===== config.mk =====
export PLATFORM = sky130hd
export DESIGN_NAME = div_restoring_seq_flat
export DESIGN_NICKNAME = d
export VERILOG_FILES = /design/src/rtl/div_restoring_seq_if.sv /design/src/rtl/div_restoring_seq.sv /design/src/flat_wrapper.sv
export SDC_FILE = /design/constraint.sdc
export NUM_CORES = 1
export LEC_CHECK = 0
export ABC_AREA = 1
export CAP_MARGIN = 20
export CORE_MARGIN = 5
export CORE_UTILIZATION = 45
export DETAILED_ROUTE_END_ITERATION = 10
export GPL_TIMING_DRIVEN = 0
export PLACE_DENSITY = 0.69
export SYNTH_ARGS = -nofsm -noshare
export SYNTH_HDL_FRONTEND = slang
export SYNTH_SLANG_ARGS = --single-unit

===== constraint.sdc =====
create_clock -name iw_clk -period 2.3 [get_ports iw_clk]
set_input_delay 0.575 -clock iw_clk [delete_from_list [all_inputs] [get_ports iw_clk]]
set_output_delay 0.575 -clock iw_clk [all_outputs]
set_load 0.02 [all_outputs]

===== src/rtl/div_restoring_seq_if.sv =====
// Operand and result handshakes of the restoring divider.
// The master side supplies operands and consumes results; the slave side is the divider.
interface div_restoring_seq_if #(
    parameter int p_WIDTH = 8
);
    logic               iw_start_valid;
    logic               ow_start_ready;
    logic [p_WIDTH-1:0] iwv_dividend;
    logic [p_WIDTH-1:0] iwv_divisor;
    logic               ow_result_valid;
    logic               iw_result_ready;
    logic [p_WIDTH-1:0] owv_quotient;
    logic [p_WIDTH-1:0] owv_remainder;
    logic               ow_div_by_zero;

    modport master (
        output iw_start_valid, iwv_dividend, iwv_divisor, iw_result_ready,
        input  ow_start_ready, ow_result_valid, owv_quotient, owv_remainder, ow_div_by_zero
    );

    modport slave (
        input  iw_start_valid, iwv_dividend, iwv_divisor, iw_result_ready,
        output ow_start_ready, ow_result_valid, owv_quotient, owv_remainder, ow_div_by_zero
    );
endinterface


===== src/rtl/div_restoring_seq.sv =====
// Iterative restoring divider producing one quotient bit per cycle.
// Define DIV_RESTORING_SEQ_SIGNED_EN for two's-complement operands (adds a FIXUP cycle).
module div_restoring_seq #(
    parameter int p_WIDTH = 8
) (
    input  logic               iw_clk,
    input  logic               iw_rst,
    div_restoring_seq_if.slave bus
);
    localparam int CW = $clog2(p_WIDTH);

    typedef enum logic [1:0] {
        S_IDLE  = 2'd0,
        S_CALC  = 2'd1,
        S_FIXUP = 2'd2,
        S_DONE  = 2'd3
    } state_t;

    state_t             state_r;
    state_t             next_state_s;
    logic [p_WIDTH-1:0] dvd_r;
    logic [p_WIDTH-1:0] dvs_r;
    logic [p_WIDTH-1:0] dq_r;
    logic [p_WIDTH-1:0] rem_r;
    logic [CW-1:0]      cnt_r;
    logic               ready_r;
    logic               valid_r;
    logic               dbz_r;
    logic [p_WIDTH-1:0] q_out_r;
    logic [p_WIDTH-1:0] r_out_r;

    logic [p_WIDTH:0]   shifted_s;
    logic [p_WIDTH:0]   diff_s;
    logic [p_WIDTH-1:0] rem_nxt_s;
    logic [p_WIDTH-1:0] dq_nxt_s;
    logic [p_WIDTH-1:0] dvd_mag_s;
    logic [p_WIDTH-1:0] dvs_mag_s;
    logic [p_WIDTH-1:0] res_q_s;
    logic [p_WIDTH-1:0] res_r_s;
    logic               res_dbz_s;
    logic               accept_s;
    logic               iter_s;
    logic               load_s;
    logic               release_s;
    logic               last_iter_s;

`ifdef DIV_RESTORING_SEQ_SIGNED_EN
    logic neg_q_r;
    logic neg_r_r;

    function automatic logic [p_WIDTH-1:0] magnitude(input logic [p_WIDTH-1:0] v);
        return v[p_WIDTH-1] ? -v : v;
    endfunction

    // Operand conditioning: the core only ever divides magnitudes.
    always_comb begin
        dvd_mag_s = magnitude(bus.iwv_dividend);
        dvs_mag_s = magnitude(bus.iwv_divisor);
    end
`else
    // Operand conditioning: unsigned operands enter the core unchanged.
    always_comb begin
        dvd_mag_s = bus.iwv_dividend;
        dvs_mag_s = bus.iwv_divisor;
    end
`endif

    // One restoring step. dq_r shifts dividend bits out of its MSB while
    // quotient bits enter at its LSB, so after p_WIDTH steps it holds Q.
    // The kept remainder is always below the divisor, so p_WIDTH bits suffice;
    // only the trial value R' needs the extra bit.
    always_comb begin
        shifted_s = {rem_r, dq_r[p_WIDTH-1]};
        diff_s    = shifted_s - {1'b0, dvs_r};
        if (diff_s[p_WIDTH] == 1'b0) begin
            rem_nxt_s = diff_s[p_WIDTH-1:0];
            dq_nxt_s  = {dq_r[p_WIDTH-2:0], 1'b1};
        end else begin
            rem_nxt_s = shifted_s[p_WIDTH-1:0];
            dq_nxt_s  = {dq_r[p_WIDTH-2:0], 1'b0};
        end
    end

    assign last_iter_s = (cnt_r == CW'(p_WIDTH - 1));

    // FSM state register.
    always_ff @(posedge iw_clk) begin
        if (iw_rst) begin
            state_r <= S_IDLE;
        end else begin
            state_r <= next_state_s;
        end
    end

    // Next-state and datapath strobes.
    always_comb begin
        next_state_s = state_r;
        accept_s     = 1'b0;
        iter_s       = 1'b0;
        load_s       = 1'b0;
        release_s    = 1'b0;
        res_q_s      = dq_nxt_s;
        res_r_s      = rem_nxt_s;
        res_dbz_s    = 1'b0;
        case (state_r)
            S_IDLE: begin
                if (bus.iw_start_valid) begin
                    accept_s     = 1'b1;
                    next_state_s = (bus.iwv_divisor == {p_WIDTH{1'b0}}) ? S_DONE : S_CALC;
                end else begin
                    next_state_s = S_IDLE;
                end
            end
            S_CALC: begin
                iter_s = 1'b1;
                if (last_iter_s) begin
`ifdef DIV_RESTORING_SEQ_SIGNED_EN
                    next_state_s = S_FIXUP;
`else
                    load_s       = 1'b1;
                    next_state_s = S_DONE;
`endif
                end else begin
                    next_state_s = S_CALC;
                end
            end
`ifdef DIV_RESTORING_SEQ_SIGNED_EN
            S_FIXUP: begin
                load_s       = 1'b1;
                res_q_s      = neg_q_r ? -dq_r : dq_r;
                res_r_s      = neg_r_r ? -rem_r : rem_r;
                next_state_s = S_DONE;
            end
`endif
            S_DONE: begin
                // Entered with valid low only on a zero divisor.
                if (!valid_r) begin
                    load_s    = 1'b1;
                    res_q_s   = {p_WIDTH{1'b1}};
                    res_r_s   = dvd_r;
                    res_dbz_s = 1'b1;
                end else if (bus.iw_result_ready) begin
                    release_s    = 1'b1;
                    next_state_s = S_IDLE;
                end else begin
                    next_state_s = S_DONE;
                end
            end
            default: begin
                next_state_s = S_IDLE;
            end
        endcase
    end

    // Operand capture, iteration registers and registered outputs.
    always_ff @(posedge iw_clk) begin
        if (iw_rst) begin
            dvd_r   <= {p_WIDTH{1'b0}};
            dvs_r   <= {p_WIDTH{1'b0}};
            dq_r    <= {p_WIDTH{1'b0}};
            rem_r   <= {p_WIDTH{1'b0}};
            cnt_r   <= {CW{1'b0}};
            ready_r <= 1'b1;
            valid_r <= 1'b0;
            dbz_r   <= 1'b0;
            q_out_r <= {p_WIDTH{1'b0}};
            r_out_r <= {p_WIDTH{1'b0}};
`ifdef DIV_RESTORING_SEQ_SIGNED_EN
            neg_q_r <= 1'b0;
            neg_r_r <= 1'b0;
`endif
        end else begin
            if (accept_s) begin
                dvd_r   <= bus.iwv_dividend;
                dvs_r   <= dvs_mag_s;
                dq_r    <= dvd_mag_s;
                rem_r   <= {p_WIDTH{1'b0}};
                cnt_r   <= {CW{1'b0}};
                ready_r <= 1'b0;
`ifdef DIV_RESTORING_SEQ_SIGNED_EN
                neg_q_r <= bus.iwv_dividend[p_WIDTH-1] ^ bus.iwv_divisor[p_WIDTH-1];
                neg_r_r <= bus.iwv_dividend[p_WIDTH-1];
`endif
            end else if (iter_s) begin
                dq_r  <= dq_nxt_s;
                rem_r <= rem_nxt_s;
                cnt_r <= cnt_r + CW'(1);
            end
            if (load_s) begin
                q_out_r <= res_q_s;
                r_out_r <= res_r_s;
                dbz_r   <= res_dbz_s;
                valid_r <= 1'b1;
            end else if (release_s) begin
                valid_r <= 1'b0;
                ready_r <= 1'b1;
            end
        end
    end

    assign bus.ow_start_ready  = ready_r;
    assign bus.ow_result_valid = valid_r;
    assign bus.owv_quotient    = q_out_r;
    assign bus.owv_remainder   = r_out_r;
    assign bus.ow_div_by_zero  = dbz_r;
endmodule

===== src/flat_wrapper.sv =====
// flat-port wrapper written by rule: the top's interface ports become plain ports
module div_restoring_seq_flat 
#(
    parameter int p_WIDTH = 8
)
  (iw_clk, iw_rst, bus_iw_start_valid, bus_iwv_dividend, bus_iwv_divisor, bus_iw_result_ready, bus_ow_start_ready, bus_ow_result_valid, bus_owv_quotient, bus_owv_remainder, bus_ow_div_by_zero);
  div_restoring_seq_if #(.p_WIDTH(p_WIDTH)) bus_i ();
  input  logic iw_clk;
  input  logic iw_rst;
  input wire logic [$bits(bus_i.iw_start_valid)-1:0] bus_iw_start_valid;
  input wire logic [$bits(bus_i.iwv_dividend)-1:0] bus_iwv_dividend;
  input wire logic [$bits(bus_i.iwv_divisor)-1:0] bus_iwv_divisor;
  input wire logic [$bits(bus_i.iw_result_ready)-1:0] bus_iw_result_ready;
  output wire logic [$bits(bus_i.ow_start_ready)-1:0] bus_ow_start_ready;
  output wire logic [$bits(bus_i.ow_result_valid)-1:0] bus_ow_result_valid;
  output wire logic [$bits(bus_i.owv_quotient)-1:0] bus_owv_quotient;
  output wire logic [$bits(bus_i.owv_remainder)-1:0] bus_owv_remainder;
  output wire logic [$bits(bus_i.ow_div_by_zero)-1:0] bus_ow_div_by_zero;
  assign bus_i.iw_start_valid = bus_iw_start_valid;
  assign bus_i.iwv_dividend = bus_iwv_dividend;
  assign bus_i.iwv_divisor = bus_iwv_divisor;
  assign bus_i.iw_result_ready = bus_iw_result_ready;
  assign bus_ow_start_ready = bus_i.ow_start_ready;
  assign bus_ow_result_valid = bus_i.ow_result_valid;
  assign bus_owv_quotient = bus_i.owv_quotient;
  assign bus_owv_remainder = bus_i.owv_remainder;
  assign bus_ow_div_by_zero = bus_i.ow_div_by_zero;
  div_restoring_seq #(.p_WIDTH(p_WIDTH)) u_core (.iw_clk(iw_clk), .iw_rst(iw_rst), .bus(bus_i));
endmodule

[Word-level counts from Yosys, hierarchy flattened]
Cells that the tools add are included.
Storage, ports and cells
  flip-flop bits (word level): 56
  input port bits: 20
  logic and storage cells: 51
Operators by class
  add/sub/neg operators: 2
  equal/unequal tests: 4
  mux-type cells: 29
  reduce and logical (&&, ||, !) cells: 5
Operator list (count)
  $mux 8: 7
  $mux 1: 15
  $mux 2: 5
  $sub 9x8->9: 1
  $logic_not 8->1: 1
  $pmux 2 s3: 1
  $reduce_bool 2->1: 2
  $add 3x1->3 const B: 1
  $eq 3x3->1 const B: 1
  $eq 2x1->1 const B: 1
  $eq 2x2->1 const B: 1
  $logic_not 2->1: 1
  $ne 2x1->1 const B: 1
  $pmux 1 s2: 1
  $reduce_or 2->1: 1

[Longest topological paths before layout]
  depth after elaboration: 5
  depth in mapped cells: 16
  gate-level depth less buffers: 16

[Worst setup path before layout]
No wires, ideal clock.
  path type: flip-flop to flip-flop
  from: reg u_core.dq_r[7]
  to: reg u_core.rem_r[5]
  library setup time: 109 ps
  data arrival time: 1731 ps
  slack: 460 ps
  stages on the path, launching flop included: 15
  buffers on the path: 0
  period minus slack after synthesis: 1840 ps
  cell sequence: dfxtp_1 > inv_1 > ha_1 > inv_1 > fa_1 > nand2_1 > nand2_1 > nand3_1 > nand3_2 > nand2_4 > nand2_1 > nand2_1 > nand2_1 > nand2_1 > inv_1
On the way
  word-level cells in the longest chain between the ends: 2
RTL lines
  start: declaration: RTL line div_restoring_seq.sv:23  | logic [p_WIDTH-1:0] dq_r;
  start signal: assignment: RTL line div_restoring_seq.sv:160  | dq_r <= {p_WIDTH{1'b0}};
  start signal: assignment: RTL line div_restoring_seq.sv:176  | dq_r <= dvd_mag_s;
  start signal: assignment: RTL line div_restoring_seq.sv:185  | dq_r <= dq_nxt_s;
  $sub 9x8->9: RTL line div_restoring_seq.sv:74  | diff_s = shifted_s - {1'b0, dvs_r};
  $mux 8: RTL line div_restoring_seq.sv:75  | if (diff_s[p_WIDTH] == 1'b0) begin
  end signal: assignment: RTL line div_restoring_seq.sv:161  | rem_r <= {p_WIDTH{1'b0}};
  end signal: assignment: RTL line div_restoring_seq.sv:177  | rem_r <= {p_WIDTH{1'b0}};
  end signal: assignment: RTL line div_restoring_seq.sv:186  | rem_r <= rem_nxt_s;
  end: declaration: RTL line div_restoring_seq.sv:24  | logic [p_WIDTH-1:0] rem_r;
No other way between the ends.
A chain may end at the register's enable or synchronous reset.

[Worst setup path in the final report]
  from: reg u_core.dq_r[7]
  to: reg u_core.r_out_r[2] (netlist: u_core.bus.owv_remainder[2])
On the way
  word-level cells in the longest chain between the ends: 4
RTL lines
  $sub 9x8->9 (*): RTL line div_restoring_seq.sv:74
  $mux 8 (*): RTL line div_restoring_seq.sv:75
  $mux 8: RTL line div_restoring_seq.sv:137  | if (!valid_r) begin
  $mux 8 (*): RTL line div_restoring_seq.sv:105  | case (state_r)
  end signal: assignment: RTL line div_restoring_seq.sv:167  | r_out_r <= {p_WIDTH{1'b0}};
  end signal: assignment: RTL line div_restoring_seq.sv:191  | r_out_r <= res_r_s;
  end: declaration: RTL line div_restoring_seq.sv:30  | logic [p_WIDTH-1:0] r_out_r;
Every way passes the cells marked *; elsewhere a longest branch is shown, timed or not.

==> impl_metrics.env <==
export IMPL_status="finished clean"
export IMPL_dpl_cell_area_um2=3150
export IMPL_stdcell_count=490
export IMPL_drt_wl_total_mm=6.36
export IMPL_post_place_ws_ps=140
export IMPL_pwr_share_seq=0.466
export IMPL_m1WireLength_mm=3.07
export IMPL_max_freq_mhz=482
export IMPL_cts_tree="done"
export IMPL_post_route_util=0.559
export IMPL_pwr_share_clk=0.294
export IMPL_worst_r2r_setup_slack_ps=230
export IMPL_power_leakage_nw=1.40
export IMPL_drtIter0Drc=132
export IMPL_gp_congestion=0.808
export IMPL_synth_area_leader_cell="dfxtp_1"
export IMPL_cts_root_buf="clkbuf_8"
export IMPL_powerDensity_nw_per_um2=685
export IMPL_finalCritPeriodShare=0.902
export IMPL_ys_types=32
export IMPL_r2r_start="u_core.dq_r[7]"
export IMPL_yosys_top_cells_area="dfxtp_1 42%, nand2_1 14%, inv_1 8.6%"
export IMPL_critical_path_class="reg2reg"
export IMPL_dp_hpwl_mm=4.85
export IMPL_hold_violations=0
export IMPL_die_area_um2=7580
export IMPL_initial_core_util=0.457
export IMPL_swShare=0.310
export IMPL_hold_path_depth=2
export IMPL_ff_latch_area_um2=1120
export IMPL_rr_endpoint="u_core.bus.owv_remainder[2]"
export IMPL_synthFlopType="dfxtp_1"
export IMPL_synth_edf_count=0
export IMPL_netlist_instances=369
export IMPL_antenna_left=0
export IMPL_yosysSeqAreaShare=0.419
export IMPL_topRoutingLayerUsed="met4"
export IMPL_cp_max_fo=10
export IMPL_die_h_um=87.1
export IMPL_via_per_inst=4.99
export IMPL_cts_buffer_depth=2
export IMPL_fin_crit_ps=2070
export IMPL_synth_commonest_cells="100 x nand2_1, 61 x inv_1, 56 x dfxtp_1, 30 x a21oi_1, 22 x nand3_1"
export IMPL_yosys_warnings=0
export IMPL_final_area_um2=3270
export IMPL_synth_area_um2=2670
export IMPL_wl_met2_mm=2.74
export IMPL_track_usage=0.180
export IMPL_antenna_found_initial=0
export IMPL_rsz0062_at_grt="no"
export IMPL_slew_headroom=0.642
export IMPL_fp_dieW_um=87.1
export IMPL_max_cap_viol_count=0
export IMPL_slew_violations=0
export IMPL_fin_ws_ps=226
export IMPL_drt_first_pass_iters=4
export IMPL_cp_data_arrival_time_ps=2320
export IMPL_placementRows=28
export IMPL_cts_buffers=5
export IMPL_routedWlPerCell_um=13.0
export IMPL_multi_input_area_um2=1270
export IMPL_route_met3_wl_um=436
export IMPL_hold_end="u_core.dvd_r[3]"
export IMPL_setup_tns_ps=0
export IMPL_finalClockSkew_ps=9.75
export IMPL_grt_pass1_vias=2202
export IMPL_grt_first_pass_wirelength_mm=10.7
export IMPL_num_io_pins=39
export IMPL_fillers=569
export IMPL_antenna_cells=0
export IMPL_crit_path_start_kind="flop"
export IMPL_tightest_slew_ps=535
export IMPL_ff2ff_path_depth=13
export IMPL_p_switching_mw=0.693
export IMPL_synth_top_cell_area_share=0.419
export IMPL_cp_required_ps=2550
export IMPL_cts_htree_levels=2
export IMPL_post_cts_setup_buffers=0
export IMPL_final_nets=445
export IMPL_clock_sinks=56
export IMPL_clkLatencyLatePin_ps=320
export IMPL_syn2layout_area_growth_pct=22.4
export IMPL_synth_most_common_cell="nand2_1"
export IMPL_syn_nets=400
export IMPL_comb_power_share=0.240
export IMPL_end_kind="flop"
export IMPL_internal_power_mw=1.55
export IMPL_via_count=2446
export IMPL_hold_path_startpoint="u_core.dvd_r[3]"
export IMPL_drive_gt1_frac=0.0747
export IMPL_synth_seq_cells=56
export IMPL_grt_overflow_total=0
export IMPL_drc=0
export IMPL_hp_class="reg2reg"
export IMPL_ir_worst_vdd_mv=0.295
export IMPL_syn_avg_cell_area_um2=7.25
export IMPL_coreArea_um2=5850
export IMPL_numPortBuffers=38
export IMPL_grt_max_degree=18
export IMPL_synth_async_sr_flop_share=0
export IMPL_path_clk_slew_ps=100
export IMPL_dp_cells=482
export IMPL_setup_viol=0
-- flip-flops by register name, indices dropped and copies added, names as in the netlist --
signal and flops:
u_core.bus.owv_quotient 8, u_core.bus.ow_result_valid 1, u_core.bus.ow_div_by_zero 1, u_core.rem_r 8, u_core.bus.ow_start_ready 1, u_core.dvs_r 8, u_core.cnt_r 3, u_core.state_r 2
u_core.dvd_r 8, u_core.bus.owv_remainder 8, u_core.dq_r 8
-- layout by cell type, fill, tap and decap left out, types with 8 or more instances in the layout --
master / instances
a21oi_1: 30
nand2_1: 100
o22ai_1: 8
clkdlybuf4s50_1: 38
o21ai_0: 16
ha_1: 10
nand3_1: 21
nor2_1: 14
dfxtp_1: 56
inv_1: 61
-- worst max-delay path, cell delays in order (launching register included) --
cell and delay, ps:
dfxtp_1 320, inv_1 70, ha_1 160, inv_1 60, fa_1 390, nand2_1 70
nand2_1 100, nand3_2 120, nand2_1 90, nand2_4 130, nand2_4 110, nand2_1 100
nand3_1 120, a21oi_1 150
-- what timing repair did --
item | in CTS | in global routing
endpoints found under the setup margin | 0 | 16
gates resized for setup | 0 | 2
hold buffers | 0 | 0
-- layout make-up --
cell class | count | area share
Sequential cell | 56 | 0.343
Clock buffer | 6 | 0.0222
Clock inverter | 2 | 0.0119
Timing Repair Buffer | 38 | 0.116
Buffer | 11 | 0.0168
Tap cell | 75 | 0.0287
Multi-Input combinational cell | 239 | 0.389
Inverter | 63 | 0.0723
-- worst max-delay path by stage --
stage                   startpoint                          end  slack, ps  cells after the start
global route        u_core.dq_r[7]  u_core.bus.owv_remainder[2]         60                     13
finish              u_core.dq_r[7]  u_core.bus.owv_remainder[2]        230                     13
CTS                 u_core.dq_r[7]  u_core.bus.owv_remainder[2]        110                     12
floorplan           u_core.dq_r[7]              u_core.rem_r[5]        460                     14
global placement    u_core.dq_r[7]  u_core.bus.owv_remainder[2]        150                     12
detailed placement  u_core.dq_r[7]  u_core.bus.owv_remainder[2]        140                     12
-- routing by layer --
metal / global-route usage / vias up
met5: 0 / -
met4: 0.0652 / 0
met3: 0.0473 / 11
met2: 0.268 / 63
met1: 0.248 / 1089
li1: - / 1283
-- through the flow --
| stage | total power [mW] | hold slack, ps |
|---|---|---|
| 2_1_floorplan | 1.46 | 433 |
| 6_report | 2.24 | 473 |
| 4_1_cts | 2.24 | 475 |
| 3_3_place_gp | 1.59 | 441 |
| 3_5_place_dp | 1.59 | 453 |
| 5_1_grt | 2.38 | 499 |
-- power groups by stage --
stage          clock network (mW)  registers (mW)  logic (mW)
2_1_floorplan                   0            1.06       0.396
3_5_place_dp                    0            1.07       0.528
6_report                    0.658            1.04       0.538
5_1_grt                     0.712            1.05       0.617
3_3_place_gp                    0            1.06       0.524
4_1_cts                     0.665            1.04       0.531
-- logic make-up (layout without fill, tap and decap cells) --
| kind of cell | count (synthesis) | count (layout) | synth area share |
|---|---|---|---|
| buffers and inverters | 74 | 120 | 0.109 |
| adder cells (fa/ha/maj) | 11 | 11 | 0.0543 |
| flip-flops | 56 | 56 | 0.419 |
| AND/OR/NAND/NOR | 152 | 152 | 0.244 |
| AO/OA/AOI/OAI | 72 | 72 | 0.160 |
| XOR/XNOR | 4 | 4 | 0.0131 |
Power figures use the tool's default switching activity.
